<file path="src/rtl/march_lr_bist.sv">
// March LR MBIST controller for a single-port SRAM with async read, one op per clock.
// Define MARCH_LR_CKBD_EN to append a second pass with checkerboard backgrounds.
module march_lr_bist #(
    parameter int ADDR_W = 8,
    parameter int DATA_W = 4
) (
    input  logic              clk,
    input  logic              rst_n,
    input  logic              en_in,
    input  logic [DATA_W-1:0] dat_in,
    output logic [DATA_W-1:0] dat_out,
    output logic [ADDR_W-1:0] addr_out,
    output logic              w_en_out,
    output logic              rst_done,
    output logic              fail,
    output logic [ADDR_W-1:0] fail_addr
);

    typedef enum logic [2:0] {
        S_IDLE, S_M0, S_M1, S_M2, S_M3, S_M4, S_M5, S_DONE
    } state_t;

    localparam logic [ADDR_W-1:0] A_MAX = '1;

    function automatic logic [DATA_W-1:0] ckbd_pat();
        logic [DATA_W-1:0] p;
        for (int i = 0; i < DATA_W; i++) p[i] = ((i % 2) == 0);
        return p;
    endfunction

    localparam logic [DATA_W-1:0] CKBD0 = ckbd_pat();

    state_t            state_q;
    logic [2:0]        op_q;
    logic [ADDR_W-1:0] addr_q;
    logic              fail_q;
    logic [ADDR_W-1:0] fail_addr_q;

`ifdef MARCH_LR_CKBD_EN
    logic ckbd_q;
`else
    logic ckbd_q;
    assign ckbd_q = 1'b0;
`endif

    logic              op_wr;
    logic              op_one;
    logic              op_last;
    logic              active;
    logic              elem_end;
    logic [DATA_W-1:0] bg;

    // Op table of each element: write/read, background polarity, last op.
    always_comb begin
        op_wr   = 1'b0;
        op_one  = 1'b0;
        op_last = 1'b1;
        unique case (state_q)
            S_M0: op_wr = 1'b1;
            S_M1: begin
                op_wr   = (op_q == 3'd1);
                op_one  = (op_q == 3'd1);
                op_last = (op_q == 3'd1);
            end
            S_M2: begin
                op_wr   = (op_q == 3'd1) || (op_q == 3'd4);
                op_one  = (op_q == 3'd0) || (op_q == 3'd4);
                op_last = (op_q == 3'd4);
            end
            S_M3: begin
                op_wr   = (op_q == 3'd1);
                op_one  = (op_q == 3'd0);
                op_last = (op_q == 3'd1);
            end
            S_M4: begin
                op_wr   = (op_q == 3'd1) || (op_q == 3'd4);
                op_one  = (op_q == 3'd1) || (op_q == 3'd2) || (op_q == 3'd3);
                op_last = (op_q == 3'd4);
            end
            default: op_last = 1'b1;
        endcase
    end

    always_comb begin
        active   = (state_q != S_IDLE) && (state_q != S_DONE);
        elem_end = (state_q == S_M1) ? (addr_q == '0) : (addr_q == A_MAX);
        if (ckbd_q) bg = op_one ? ~CKBD0 : CKBD0;
        else        bg = {DATA_W{op_one}};
    end

    assign addr_out  = addr_q;
    assign dat_out   = active ? bg : '0;
    assign w_en_out  = active && op_wr;
    assign rst_done  = (state_q == S_DONE);
    assign fail      = fail_q;
    assign fail_addr = fail_addr_q;

    always_ff @(posedge clk or negedge rst_n) begin
        if (!rst_n) begin
            state_q     <= S_IDLE;
            op_q        <= '0;
            addr_q      <= '0;
            fail_q      <= 1'b0;
            fail_addr_q <= '0;
`ifdef MARCH_LR_CKBD_EN
            ckbd_q      <= 1'b0;
`endif
        end else begin
            unique case (state_q)
                S_IDLE: begin
                    if (en_in) begin
                        state_q     <= S_M0;
                        op_q        <= '0;
                        addr_q      <= '0;
                        fail_q      <= 1'b0;
                        fail_addr_q <= '0;
`ifdef MARCH_LR_CKBD_EN
                        ckbd_q      <= 1'b0;
`endif
                    end
                end
                S_DONE: begin
                    if (!en_in) state_q <= S_IDLE;
                end
                default: begin
                    if (!en_in) begin
                        state_q <= S_IDLE;
                        op_q    <= '0;
                        addr_q  <= '0;
                    end else begin
                        if (!op_wr && (dat_in != bg)) begin
                            fail_q <= 1'b1;
                            if (!fail_q) fail_addr_q <= addr_q;
                        end
                        if (!op_last) begin
                            op_q <= op_q + 3'd1;
                        end else begin
                            op_q <= '0;
                            if (!elem_end) begin
                                addr_q <= (state_q == S_M1) ? addr_q - 1'b1
                                                            : addr_q + 1'b1;
                            end else if (state_q == S_M5) begin
                                addr_q <= '0;
`ifdef MARCH_LR_CKBD_EN
                                if (!ckbd_q) begin
                                    ckbd_q  <= 1'b1;
                                    state_q <= S_M0;
                                end else begin
                                    state_q <= S_DONE;
                                end
`else
                                state_q <= S_DONE;
`endif
                            end else begin
                                // M1 is the only descending element.
                                addr_q  <= (state_q == S_M0) ? A_MAX : '0;
                                state_q <= state_t'(state_q + 3'd1);
                            end
                        end
                    end
                end
            endcase
        end
    end

endmodule

</file>
<file path="config.mk">
export PLATFORM = sky130hd
export DESIGN_NAME = march_lr_bist
export DESIGN_NICKNAME = d
export VERILOG_FILES = /design/src/rtl/march_lr_bist.sv
export SDC_FILE = /design/constraint.sdc
export NUM_CORES = 1
export LEC_CHECK = 0
export BUFFER_PORTS_ARGS = -buffer_cell sky130_fd_sc_hd__clkbuf_2
export CAP_MARGIN = 40
export CORE_MARGIN = 1.5
export CORE_UTILIZATION = 35
export CTS_CLUSTER_DIAMETER = 40
export DETAILED_ROUTE_END_ITERATION = 12
export GPL_TIMING_DRIVEN = 0
export SETUP_SLACK_MARGIN = 0.3
export SLEW_MARGIN = 20
export SYNTH_ARGS = -nofsm -noshare
export SYNTH_HDL_FRONTEND = slang
export SYNTH_SLANG_ARGS = --single-unit
export TNS_END_PERCENT = 20
</file>
<file path="constraint.sdc">
create_clock -name clk -period 3.5 [get_ports clk]
set_input_delay 0 -clock clk [delete_from_list [all_inputs] [get_ports clk]]
set_output_delay 0 -clock clk [all_outputs]
set_load 0.02 [all_outputs]
</file>
# Word level (Yosys, flattened, before mapping)
# Cells that the tools add are included.
dict set report totals {
  regBits 23
  input_bits 7
  output_inout_bits 23
}
dict set report classes {
  add_sub_neg 4
  n_eq_ne 19
  muxes 32
  bitwise_logic 1
  n_reduce_logical 20
}
# cell n
set ops {}
lappend ops {{two-way mux 8 bit} 10}
lappend ops {{one-hot mux 8 bit (2 select lines)} 2}
lappend ops {{two-way mux 3 bit} 9}
lappend ops {{== test 3 bit (second input constant)} 5}
lappend ops {{== test 3 x 2 -> 1 bit (second input constant)} 4}
lappend ops {{one-hot mux 3 bit (2 select lines)} 2}
lappend ops {{adder 8 x 1 -> 8 bit (second input constant)} 1}
lappend ops {{== test 8 bit (second input constant)} 1}
lappend ops {{zero test 8 bit} 1}
lappend ops {{AND reduction 4 bit} 2}
lappend ops {{subtractor 8 x 1 -> 8 bit (second input constant)} 1}
lappend ops {{adder 3 x 1 -> 3 bit (second input constant)} 2}
lappend ops {{== test 3 x 1 -> 1 bit (second input constant)} 2}
lappend ops {{zero test 3 bit} 2}
lappend ops {{inequality test 3 x 1 -> 1 bit (second input constant)} 2}
lappend ops {{AND reduction 3 bit} 2}
lappend ops {{logical OR 1 bit} 4}
lappend ops {{two-way mux 1 bit} 4}
lappend ops {{two-way mux 4 bit} 1}
lappend ops {{inequality test 2 bit (second input constant)} 2}
lappend ops {{inequality test 4 bit} 1}
lappend ops {{one-hot mux 1 bit (2 select lines)} 2}
lappend ops {{one-hot mux 1 bit (4 select lines)} 1}
lappend ops {{OR reduction 2 bit} 2}
lappend ops {{9 further kinds} 11}

# Longest topological paths before layout
dict set report depth {
  ltp_word 9
  mapped_depth 11
  mapped_depth_nobuf 11
}

# Worst setup path after synthesis
# No wires, ideal clock.
dict set report synth_path {
  kind {reg2reg}
  from {reg state_q[0]}
  to {reg addr_q[6], in the netlist addr_out[6]}
  setup_time_ps 134
  arrival_ps 2301
  t_required_ps 3366
  setup_slack_ps 1066
  path_stages_with_launch 11
  n_path_buf 0
  path_cell_list {dfrtp_1 -> inv_1 -> ha_1 -> nand2b_1 -> inv_1 -> fa_1 -> a21o_1 -> a21oi_1 -> o41ai_1 -> a2111oi_0 -> o21ai_0}
}
dict set report synth_via {
  elab_chain_len 7
  word_cells_on_any_way 23
  cone_classes {eq/ne (9); mux (9); bitwise (1); reduce/logical (4)}
}
# item line_no
set synth_rtl {}
lappend synth_rtl {{start, declared} 33} ;# state_t state_q;
lappend synth_rtl {{start signal, assigned} 157} ;# state_q <= state_t'(state_q + 3'd1);
lappend synth_rtl {{== test 3 x 1 -> 1 bit} 156} ;# addr_q <= (state_q == S_M0) ? A_MAX : '0;
lappend synth_rtl {{two-way mux 8 bit} 156}
lappend synth_rtl {{two-way mux 8 bit} 142} ;# end else if (state_q == S_M5) begin
lappend synth_rtl {{two-way mux 8 bit} 139} ;# if (!elem_end) begin
lappend synth_rtl {{two-way mux 8 bit} 135} ;# if (!op_last) begin
lappend synth_rtl {{two-way mux 8 bit} 126} ;# if (!en_in) begin
lappend synth_rtl {{one-hot mux 8 bit (2 select lines)} 109} ;# unique case (state_q)
lappend synth_rtl {{end signal, assigned} 140} ;# addr_q <= (state_q == S_M1) ? addr_q - 1'b1
lappend synth_rtl {{end signal, assigned} 156}
lappend synth_rtl {{end, declared} 35} ;# logic [ADDR_W-1:0] addr_q;
# Parallel ways exist; a longest one is shown, timed or not. The select of a mux whose other input is x is not followed.
# A chain may end at the register's enable or synchronous reset.

# Final worst setup path
dict set report layout_path {
  from {reg state_q[0]}
  to {reg addr_q[7], in the netlist addr_out[7]}
}
# Same word-level chain as after synthesis.

==> run summary <==
==================================================================================================
Detailed-routing iteration count for the pre-antenna-repair pass                                 4
Headroom to the max-slew limit                                                               0.536
Post-Place Cell Area                                                                     2010 um^2
Kind of end point of the critical path                                                   flip-flop
Reg2Reg Capture Point                                                                 addr_out[7]$_DFFE_PN0P_
Summed instance area of the synthesized netlist                                          1780 um^2
Vias in the first global route                                                                1462
Arrival time reported for the critical path endpoint                                       2.98 ns
Startpoint kind of the worst setup timing path                                           flip-flop
Worst R2R Path Depth                                                                            11
Routed wire per std cell                                                                   13.1 um
Layout cells sized above 1                                                                   0.188
Max Fanout on Critical Path                                                                      8
Post-detail-place hpwl                                                                     3010 um
Via-per-instance ratio                                                                        5.17
Core footprint                                                                           4820 um^2
Transition time at the pin with the least slew margin                                     0.691 ns
CTS sink cnt                                                                                    23
Worst path required time                                                                   3.65 ns
Sum of routed wire length over all layers                                                  4010 um
Flip-flop and latch count after synthesis                                                       23
Final period util                                                                            0.807
Final std cells w/o fill                                                                       306
VDD IR-drop max                                                                         0.000279 V
Number of flops mapped to enable cells by yosys                                                  0
Area added between synthesis and finish                                                      16.0%
Antenna diode count                                                                              0
CTS tree                                                                                       yes
Min Tclk post-route                                                                        2.82 ns
Max frequency                                                                            0.354 GHz
Sequential area share after synthesis                                                        0.323
Final number of max-transition violations                                                        0
Max Clock Skew                                                                          0.00600 ns
Instance count along the most critical hold path                                                 2
Number of setup violations in the final report                                                   0
Net count of the mapped netlist                                                                230
Synth Area per Inst                                                                      8.69 um^2
Initial antenna violation count                                                                  0
Total grt overflow                                                                               0
P per Cell Area                                                                        742 nW/um^2
Number of port buffers                                                                          29
Cell count after placement                                                                     301
Max Root-Sink Buffers                                                                            2
Routed vias                                                                                   1582
Clock Root Buffer                                                                     sky130_fd_sc_hd__clkbuf_8
HP Class                                                                              primary input to flip-flop
Launch point of the worst hold path                                                          en_in
Maximum number of pins on one net before global-route repair                                    24
Beginning of the critical path                                                        state_q[0]$_DFFE_PN0P_
Status                                                                                   completed
Hold Crit Endpoint                                                                    state_q[2]$_DFFE_PN0P_
Setup TNS                                                                                     0 ns
Crit path kind                                                                        flip-flop to flip-flop
Floorplan die width                                                                        74.3 um
Weighted congestion reported at the end of routability-driven placement                      0.776
Hold violation count in the final report                                                         0
Reg-to-reg critical path startpoint                                                   state_q[0]$_DFFE_PN0P_
Die area                                                                                 5520 um^2
Gate Count Post-Synth                                                                          205
Number of CTS-inserted buffers                                                                   3
Unrepaired setup endpoints after global routing                                              false
Standby leakage power                                                                     0.974 nW
Number of different library cells in the post-synthesis netlist                                 51
Drt drc                                                                                          0
Clock transition time at the flip-flop clock pins of the worst setup and hold paths        0.09 ns
Initial cell density of the core                                                             0.370
Slack of the worst reg-to-reg path                                                         0.68 ns
Post-route ant nets                                                                              0
Total non-filler cell area in the finished layout                                        2070 um^2
Later-pin clock latency in the skew report                                                 0.28 ns
Number of nets in the finished design                                                          265
Wire length of the first global-routing pass                                               6980 um
Number of warnings issued by yosys                                                               0
Row count                                                                                       25
Count of routing violations after the opening detailed-route iteration                         115
Reported max-cap violation count                                                                 0
Flip-flop cell with the highest count after synthesis                                 sky130_fd_sc_hd__dfrtp_1
Top-level I/O count                                                                             30
Combined global-route utilization of all metal layers                                        0.163
Die Y                                                                                      74.3 um
Fraction of registers with async set or reset after synthesis                                 1.00
Final total power                                                                          1.53 mW
H-tree level count                                                                               1
==================================================================================================
==> through the flow <==
| step | setup slack, ns | utilization | hold slack (ns) |
|---|---|---|---|
| after detailed placement | 0.563 | 0.417 | 0.0492 |
| after global placement | 0.620 | 0.417 | 0.0407 |
| after floorplan | 1.07 | - | -0.296 |
| after global routing | 0.374 | 0.429 | 0.0268 |
| after CTS | 0.547 | 0.429 | 0.00742 |
| final | 0.677 | 0.429 | 0.00761 |
==> placed cells by master, fill, tap and decap left out, types with 3 or more instances in the layout <==
cell / Yosys / final
sky130_fd_sc_hd__o21ai_0: 17 / 17
sky130_fd_sc_hd__nand3_1: 5 / 5
sky130_fd_sc_hd__clkbuf_2: 0 / 29
sky130_fd_sc_hd__or4_1: 3 / 3
sky130_fd_sc_hd__dfrtp_1: 23 / 23
sky130_fd_sc_hd__ha_1: 17 / 17
sky130_fd_sc_hd__clkbuf_8: 0 / 3
sky130_fd_sc_hd__o21bai_1: 3 / 3
sky130_fd_sc_hd__nor3_1: 6 / 6
sky130_fd_sc_hd__inv_1: 16 / 15
sky130_fd_sc_hd__nand2_1: 30 / 30
sky130_fd_sc_hd__a21oi_1: 5 / 5
sky130_fd_sc_hd__xnor2_1: 3 / 3
sky130_fd_sc_hd__nand4_1: 3 / 3
sky130_fd_sc_hd__buf_4: 3 / 3
sky130_fd_sc_hd__nand2b_1: 3 / 3
sky130_fd_sc_hd__nor2_1: 12 / 12
sky130_fd_sc_hd__or3_1: 4 / 4
sky130_fd_sc_hd__mux2i_1: 10 / 10
==> registers in the layout (all words and copies together) (netlist names) <==
signal / flops
addr_out: 8
op_q: 3
fail_addr: 8
fail: 1
state_q: 3
==> Yosys cell counts, drive strengths merged (4+ instances only) <==
master  number  share of area
nand3        5          0.014
nor2        12          0.025
dfrtp       23           0.32
or3          4          0.014
mux2i       10          0.056
a21oi        6          0.019
nand2       30          0.063
inv         16          0.034
nor3         6          0.017
buf          6          0.025
ha          17           0.12
o21ai       18          0.051
==> cell families (layout without fill, tap and decap cells) <==
| group | count (synthesis) | in the layout | share of synthesized area |
|---|---|---|---|
| compound gates | 50 | 50 | 0.186 |
| xor+xnor | 5 | 5 | 0.0246 |
| fa+ha+maj | 18 | 18 | 0.131 |
| buf+inv | 23 | 57 | 0.0604 |
| flops | 23 | 23 | 0.323 |
| mux | 10 | 10 | 0.0562 |
| simple gates | 76 | 76 | 0.219 |
==> power by group <==
group	total, mW	switching [mW]	internal (mW)	leakage [nW]
registers	0.444	0.102	0.342	0.312
clock network	0.177	0.0971	0.0799	0.0255
logic	0.912	0.565	0.347	0.637
==> what timing repair did <==
| action | 4_1_cts | 5_1_grt |
|---|---|---|
| buffers inserted | 0 | 0 |
| endpoints found under the setup margin | 0 | 1 |
| resized for setup | 0 | 1 |
| hold buffers | 1 | 0 |
| hold endpoints to repair | 23 | 0 |
==> critical path, stage by stage (launching register included) <==
cell,delay [ns]
sky130_fd_sc_hd__dfrtp_1,0.45
sky130_fd_sc_hd__inv_1,0.12
sky130_fd_sc_hd__ha_1,0.30
sky130_fd_sc_hd__nand2b_1,0.19
sky130_fd_sc_hd__inv_2,0.21
sky130_fd_sc_hd__ha_1,0.27
sky130_fd_sc_hd__a21oi_1,0.20
sky130_fd_sc_hd__o211ai_1,0.17
sky130_fd_sc_hd__o41ai_1,0.38
sky130_fd_sc_hd__xnor2_1,0.19
sky130_fd_sc_hd__o21bai_1,0.08
sky130_fd_sc_hd__o2bb2ai_1,0.13
==> cell type report <==
type / count / area, um^2
fill: 490 / 2750
multi-input combinational: 159 / 1100
sequential: 23 / 576
timing repair buffer: 30 / 155
tap: 67 / 83.8
inverter: 16 / 60.1
buffer: 7 / 47.5
clock buffer: 3 / 41.3
clock inverter: 1 / 5.00
==> routing by layer <==
metal / up-vias / share of wire / track usage
met5: - / 0 / 0
met4: 0 / 0.017 / 0.0545
met3: 7 / 0.038 / 0.0257
met2: 34 / 0.46 / 0.253
met1: 741 / 0.48 / 0.231
li1: 800 / - / -
==> worst max-delay path by stage <==
stage / endpoint / cells after the start
after CTS: addr_out[7]$_DFFE_PN0P_ / 11
after detailed placement: addr_out[7]$_DFFE_PN0P_ / 11
after floorplan: addr_out[6]$_DFFE_PN0P_ / 10
after global routing: addr_out[7]$_DFFE_PN0P_ / 11
after global placement: addr_out[7]$_DFFE_PN0P_ / 11
final: addr_out[7]$_DFFE_PN0P_ / 11
(Power assumes the default switching activity.)
